File: src/rtl/fifo_umbral.sv
// fifo_umbral: synchronous FIFO with programmable almost-full / almost-empty
// thresholds, registered read data and one-cycle event pulses.
//
// Optional feature macro: FIFO_ERR_STICKY_EN
//   defined   -> o_err_sticky latches any overflow/underflow until reset
//   undefined -> o_err_sticky is tied to 0
//
// Ports:
//   i_clk            rising-edge clock
//   i_rst_n          asynchronous active-low reset
//   i_push           write request
//   i_data_in        write data, sampled when the push is accepted
//   i_pop            read request
//   i_umbral_load    threshold load request
//   i_umbral_af_in   almost-full threshold value
//   i_umbral_ae_in   almost-empty threshold value
//   o_data_out       registered read data (holds when nothing is popped)
//   o_data_valid     o_data_out holds a word popped last cycle
//   o_fifo_full      count == DEPTH
//   o_fifo_empty     count == 0
//   o_fifo_write     pulse: push accepted last cycle
//   o_fifo_read      pulse: pop accepted last cycle
//   o_almost_full    count >= af threshold
//   o_almost_empty   count <= ae threshold
//   o_umbral_set     a valid threshold pair has been loaded since reset
//   o_overflow       pulse: push rejected last cycle
//   o_underflow      pulse: pop rejected last cycle
//   o_err_sticky     sticky error flag
module fifo_umbral #(
  parameter int DATA_WIDTH = 6,
  parameter int DEPTH_LOG2 = 3
) (
  input  logic                  i_clk,
  input  logic                  i_rst_n,
  input  logic                  i_push,
  input  logic [DATA_WIDTH-1:0] i_data_in,
  input  logic                  i_pop,
  input  logic                  i_umbral_load,
  input  logic [DEPTH_LOG2:0]   i_umbral_af_in,
  input  logic [DEPTH_LOG2:0]   i_umbral_ae_in,
  output logic [DATA_WIDTH-1:0] o_data_out,
  output logic                  o_data_valid,
  output logic                  o_fifo_full,
  output logic                  o_fifo_empty,
  output logic                  o_fifo_write,
  output logic                  o_fifo_read,
  output logic                  o_almost_full,
  output logic                  o_almost_empty,
  output logic                  o_umbral_set,
  output logic                  o_overflow,
  output logic                  o_underflow,
  output logic                  o_err_sticky
);

  localparam int DEPTH = 1 << DEPTH_LOG2;
  localparam logic [DEPTH_LOG2:0] C_DEPTH  = (DEPTH_LOG2+1)'(DEPTH);
  localparam logic [DEPTH_LOG2:0] C_AF_RST = C_DEPTH - 1'b1;
  localparam logic [DEPTH_LOG2:0] C_AE_RST = (DEPTH_LOG2+1)'(1);

  logic [DATA_WIDTH-1:0] r_mem [DEPTH];
  logic [DEPTH_LOG2-1:0] r_wptr;
  logic [DEPTH_LOG2-1:0] r_rptr;
  logic [DEPTH_LOG2:0]   r_count;
  logic [DEPTH_LOG2:0]   r_af;
  logic [DEPTH_LOG2:0]   r_ae;
  logic [DATA_WIDTH-1:0] r_data_out;
  logic                  r_data_valid;
  logic                  r_fifo_write;
  logic                  r_fifo_read;
  logic                  r_overflow;
  logic                  r_underflow;
  logic                  r_umbral_set;

  logic w_full;
  logic w_empty;
  logic w_pop_ok;
  logic w_push_ok;
  logic w_load_ok;

  assign w_full  = (r_count == C_DEPTH);
  assign w_empty = (r_count == '0);

  // A pop on an empty FIFO is rejected even when a push arrives in the same
  // cycle; a push on a full FIFO is only allowed if a pop frees a slot.
  assign w_pop_ok  = i_pop && !w_empty;
  assign w_push_ok = i_push && (!w_full || w_pop_ok);

  assign w_load_ok = i_umbral_load && w_empty
                  && (i_umbral_af_in != '0)
                  && (i_umbral_af_in <= C_DEPTH)
                  && (i_umbral_ae_in < i_umbral_af_in);

  // Storage is intentionally not reset; pointers/count make it unreachable.
  always_ff @(posedge i_clk) begin
    if (w_push_ok) begin
      r_mem[r_wptr] <= i_data_in;
    end
  end

  always_ff @(posedge i_clk or negedge i_rst_n) begin
    if (!i_rst_n) begin
      r_wptr       <= '0;
      r_rptr       <= '0;
      r_count      <= '0;
      r_data_out   <= '0;
      r_data_valid <= 1'b0;
      r_fifo_write <= 1'b0;
      r_fifo_read  <= 1'b0;
      r_overflow   <= 1'b0;
      r_underflow  <= 1'b0;
    end else begin
      if (w_push_ok) begin
        r_wptr <= r_wptr + 1'b1;
      end
      if (w_pop_ok) begin
        // Reads the old head even when a simultaneous push targets the same slot.
        r_rptr     <= r_rptr + 1'b1;
        r_data_out <= r_mem[r_rptr];
      end
      case ({w_push_ok, w_pop_ok})
        2'b10:   r_count <= r_count + 1'b1;
        2'b01:   r_count <= r_count - 1'b1;
        default: r_count <= r_count;
      endcase
      r_data_valid <= w_pop_ok;
      r_fifo_write <= w_push_ok;
      r_fifo_read  <= w_pop_ok;
      r_overflow   <= i_push && !w_push_ok;
      r_underflow  <= i_pop && !w_pop_ok;
    end
  end

  always_ff @(posedge i_clk or negedge i_rst_n) begin
    if (!i_rst_n) begin
      r_af         <= C_AF_RST;
      r_ae         <= C_AE_RST;
      r_umbral_set <= 1'b0;
    end else if (w_load_ok) begin
      r_af         <= i_umbral_af_in;
      r_ae         <= i_umbral_ae_in;
      r_umbral_set <= 1'b1;
    end
  end

`ifdef FIFO_ERR_STICKY_EN
  logic r_err_sticky;

  always_ff @(posedge i_clk or negedge i_rst_n) begin
    if (!i_rst_n) begin
      r_err_sticky <= 1'b0;
    end else if ((i_push && !w_push_ok) || (i_pop && !w_pop_ok)) begin
      r_err_sticky <= 1'b1;
    end
  end

  assign o_err_sticky = r_err_sticky;
`else
  assign o_err_sticky = 1'b0;
`endif

  // Status flags depend only on registered state.
  assign o_fifo_full    = w_full;
  assign o_fifo_empty   = w_empty;
  assign o_almost_full  = (r_count >= r_af);
  assign o_almost_empty = (r_count <= r_ae);

  assign o_data_out   = r_data_out;
  assign o_data_valid = r_data_valid;
  assign o_fifo_write = r_fifo_write;
  assign o_fifo_read  = r_fifo_read;
  assign o_overflow   = r_overflow;
  assign o_underflow  = r_underflow;
  assign o_umbral_set = r_umbral_set;

endmodule

File: config.mk
export PLATFORM = sky130hd
export DESIGN_NAME = fifo_umbral
export DESIGN_NICKNAME = d
export VERILOG_FILES = /design/src/rtl/fifo_umbral.sv
export SDC_FILE = /design/constraint.sdc
export NUM_CORES = 1
export LEC_CHECK = 0
export CAP_MARGIN = 20
export CORE_ASPECT_RATIO = 2
export CORE_UTILIZATION = 35
export CTS_CLUSTER_DIAMETER = 150
export DETAILED_ROUTE_END_ITERATION = 8
export MAX_ROUTING_LAYER = met4
export PLACE_DENSITY_LB_ADDON = 0.12
export REMOVE_ABC_BUFFERS = 1
export SYNTH_ARGS = -nofsm -noshare
export SYNTH_HDL_FRONTEND = slang
export SYNTH_SLANG_ARGS = --single-unit
File: constraint.sdc
create_clock -name i_clk -period 2.8 [get_ports i_clk]
set_clock_uncertainty 0.1 [all_clocks]
set_input_delay 0.7 -clock i_clk [delete_from_list [all_inputs] [get_ports i_clk]]
set_output_delay 0.7 -clock i_clk [all_outputs]
set_load 0.05 [all_outputs]
After elaboration in Yosys (flattened, before gate mapping)
Memories as Yosys holds them, arrays and structs flattened. A register that Yosys moved wholly into a read port is not among the register bits.
Cells that the tools add are included.
W data, S select, Z words.
{ "op_classes": {"add_sub_neg": 4, "n_lt_le_gt_ge": 4, "n_eq_ne": 3, "muxes": 3, "reduce_logical": 17} }
{ "ops": {"columns": ["operator", "count"], "rows": [
  ["$logic_and A1 B1 Y1", 8],
  ["$pmux W4 S2", 1],
  ["$add A3 B1 Y3 const B", 2],
  ["$logic_not A1 Y1", 5],
  ["$add A4 B1 Y4 const B", 1],
  ["$eq A4 B4 Y1 const B", 1],
  ["$ge A4 B4 Y1", 1],
  ["$le A4 B4 Y1", 1],
  ["$le A4 B4 Y1 const B", 1],
  ["$logic_not A4 Y1", 1],
  ["$lt A4 B4 Y1", 1],
  ["$reduce_bool A4 Y1", 1],
  ["$sub A4 B1 Y4 const B", 1],
  ["$eq A2 B1 Y1 const B", 1],
  ["$eq A2 B2 Y1 const B", 1],
  ["$mux W1", 2],
  ["$reduce_bool A2 Y1", 1],
  ["$logic_or A1 B1 Y1", 1]
]} }
{ "word_totals": {"regBits": 23, "ram_bits": 48, "in_bits": 19, "elab_cells": 42, "memories": 1} }
{ "memory_table": {"columns": ["name", "words", "word_bits", "rd", "rd_clocked_by_memory_dff", "write_ports", "line", "source"], "rows": [
  ["r_mem", 8, 6, 1, 1, 1, "60", "logic [DATA_WIDTH-1:0] r_mem [DEPTH];"]
]} }

Longest topological paths before layout
{ "depth": {"depth_word": 7, "depth_mapped": 10, "mapped_depth_nobuf": 10} }

Worst setup path before layout
Ideal clock, no wire load.
{ "synth_timing": {"path_type": "register to output", "startpoint": "register r_count[1]", "endpoint": "output port o_almost_empty", "arrival_time_ns": 2.271, "required_ns": 2.000, "setup_slack_ns": -0.271, "path_stages_with_launch": 6, "cell_sequence": "dfrtp_1 -> ha_1 -> nor2b_1 -> o21a_1 -> o21a_1 -> o21ai_0"} }
{ "synth_between": {"elab_chain_cells": 1} }
{ "synth_lines": {"columns": ["item", "line", "source"], "rows": [
  ["start: declaration", "63", "logic [DEPTH_LOG2:0] r_count;"],
  ["start signal: assignment", "121", "2'b10: r_count <= r_count + 1'b1;"],
  ["start signal: assignment", "122", "2'b01: r_count <= r_count - 1'b1;"],
  ["start signal: assignment", "123", "default: r_count <= r_count;"],
  ["$le A4 B4 Y1", "165", "assign o_almost_empty = (r_count <= r_ae);"],
  ["end: declaration", "48", "output logic o_almost_empty,"]
]} }
Every way passes these cells.

Worst setup path in the final report
{ "layout_timing": {"startpoint": "register r_af[0]", "endpoint": "output port o_almost_full"} }
{ "layout_between": {"elab_chain_cells": 1} }
{ "layout_lines": {"columns": ["item", "line", "source"], "rows": [
  ["start: declaration", "64", "logic [DEPTH_LOG2:0] r_af;"],
  ["start signal: assignment", "139", "r_af <= i_umbral_af_in;"],
  ["$ge A4 B4 Y1", "164", "assign o_almost_full = (r_count >= r_af);"],
  ["end: declaration", "47", "output logic o_almost_full,"]
]} }
Every way passes these cells.

==> results.cfg <==
[sta]
slew_viol_final = 0
maxSlewHeadroom = 0.581
hold_viol = 0
worst_pin_slew_ns = 0.628
min_period_ns = 2.73
setup_viol = 0
fmax_mhz = 366
whs_ns = 0.382
rsz0062_at_grt = false
finalCritPeriodShare = 0.975

[floorplan]
rows = 50
die_x_um = 72.0
ios = 36
die_h_um = 142
start_util = 0.364
core_area_sq_mm = 0.00945
dieArea_sq_mm = 0.0102

[min_path]
hold_class = flop to flop
whs_path_depth = 1
hold_path_end = o_umbral_set
hp-start = o_umbral_set

[clocking]
cts_tree = yes
h-tree-depth = 3
cts-root-buf = clkbuf_16
numClockSinks = 77
path_clk_slew_ns = 0.06
clock_latency_ns = 0.33
cts_made_buffers = 9
clockBufferDepth = 2

[logic_synthesis]
synth_top_family_by_area = multiplexers
synth_edf_count = 48
synth.area.top_cells = edfxtp_1 42%, dfrtp_1 18%, mux4_2 7.9%, ha_1 5.5%, dfstp_2 3.1%
yosys_most_used_dff = edfxtp_1
synth-simple-area-share = 0.0689
yosys_warnings = 0
yosysSeqAreaShare = 0.632
yosysTopAreaCellShare = 0.420
synthXorXnorAreaFrac = 0.0179
syn_area_sq_mm = 0.00343
synthArstFlopShare = 0.377
synthAdderAreaFrac = 0.0605
synthMuxAreaShare = 0.129
yosys-top-cells-count = 48 x edfxtp_1, 25 x dfrtp_1, 15 x ha_1, 15 x inv_1, 15 x nand2_1
synth_area_per_cell_sq_um = 15.4
yosysTopAreaCell = edfxtp_1
syn_inst = 223
synth_compound_area_frac = 0.0623
ys_seq_elements = 77
synthMostInstantiatedCell = edfxtp_1
yosysUniqueCellTypes = 46

[worst_setup_path]
crit_arrival_ns = 1.93
regToRegSetupSlack_ns = 0.22
rr_worst_depth = 11
end_kind = primary output
crit_type = flop to primary output
r2r_end = r_count[3]
path_max_fanout = 2
r2r_start = r_count[0]
start_kind = flop
required_ns = 2.00

[power]
peakVddDrop_mv = 0.503
p_per_area_mw_per_mm2 = 1070
leakagePower_nw = 1.72

[route]
vias = 1938
routedWlPerCell_um = 15.7
drc = 0
via_per_inst = 4.63
dr.pass1.iters = 4
routed_wirelength_um = 6600
drt-initial-drc-count = 50
postRouteAntennaNets = 0

[cells_and_area]
drive_above_1_share = 0.266
fin_area_sq_mm = 0.00439
n_antenna_cell = 0
num-nets-final = 319
syn2layout_area_growth_pct = 27.9

[grt]
met2_usage = 0.276
grt_overflow = 0
antenna_found_initial = 0
grt_start_max_net_pins = 30
grt-busiest-layer = met2
grt_util_all_layers = 0.152
grt_use_met3 = 0.0347
use_met1 = 0.149
grt_first_pass_wirelength_um = 10700
grt_pass1_vias = 2071

[placement]
place_area_sq_mm = 0.00408
routabilityCongestion = 0.689
hpwl_um = 4970
place.port_buffers = 34

[outcome]
status = complete, no violations

[run]
max_cap_viol_count = 0
routing by layer:
metal  up-vias  wire (um)
met1       943       2300
met4         0        157
met2        30       3960
met3        12        180
li1        953          -
met5         -          0
registers in the layout, summed over array words and instances, names as in the netlist:
name,flops
r_wptr,3
r_count,4
o_underflow,1
r_mem,48
o_fifo_read,1
o_data_out,6
r_ae,4
o_umbral_set,1
o_fifo_write,1
r_rptr,3
r_af,4
o_overflow,1
layout make-up:
class,instances,area (sq um)
fill,846,5050
sequential,77,2170
multi-input combinational,123,1170
timing repair buffer,57,528
clock buffer,11,233
tap,130,163
clock inverter,5,61.3
inverter,16,60.1
metrics by stage:
step | worst slack, ns | setup TNS, ns | std cells | power (mW) | utilization
3_3_place_gp | -0.0466 | -0.144 | 402 | 3.58 | 0.432
4_1_cts | 0.0100 | 0 | 419 | 4.76 | 0.464
5_1_grt | 0.0000584 | 0 | 419 | 5.01 | 0.465
2_1_floorplan | -0.271 | -0.439 | 216 | 2.93 | -
6_report | 0.0710 | 0 | 419 | 4.70 | 0.465
3_5_place_dp | -0.0672 | -0.265 | 402 | 3.60 | 0.432
worst max path at each step:
stage | startpoint | to | slack, ns | cells after the start
3_3_place_gp | i_umbral_af_in[2] | r_ae[2] | -0.05 | 7
5_1_grt | r_count[0] | o_almost_full | 0.00006 | 7
2_1_floorplan | r_count[1] | o_almost_empty | -0.27 | 5
6_report | r_af[0] | o_almost_full | 0.07 | 6
4_1_cts | r_count[0] | o_almost_full | 0.01 | 7
3_5_place_dp | i_umbral_af_in[2] | r_ae[1] | -0.07 | 7
power breakdown:
part           internal (mW)  leakage (nW)  switching (mW)
sequential              1.51         0.781           0.221
combinational          0.872         0.810           0.973
clock                  0.691         0.132           0.436
total                   3.07          1.72            1.63
cells by family after synthesis:
logic type | count (synthesis)
XOR/XNOR | 7
AO/OA/AOI/OAI | 29
flip-flops | 77
AND/OR/NAND/NOR | 42
other | 1
multiplexers | 28
adder cells (fa/ha/maj) | 16
buffers and inverters | 23
what timing repair did:
item,in CTS,in global routing
setup buffers,1,0
gates resized for setup,1,3
setup endpoints to repair,2,3
pin swaps,0,0
hold buffers,0,0
worst max-delay path: stages, from the launching register on:
cell	delay [ns]
dfstp_2	0.54
ha_1	0.22
nand2b_1	0.14
a21o_1	0.18
a21o_1	0.17
a21o_1	0.17
buf_4	0.18
placed cells by master, fill, tap and decap left out, types with 9 or more instances in the layout:
cell type and instances:
nand2_1 15, clkdlybuf4s50_1 30, mux4_2 12, ha_1 15, mux2i_1 9, clkbuf_16 9
dfrtp_1 25, inv_1 14, edfxtp_1 48, buf_4 25, o21ai_0 9
Power figures use the tool's default switching activity.
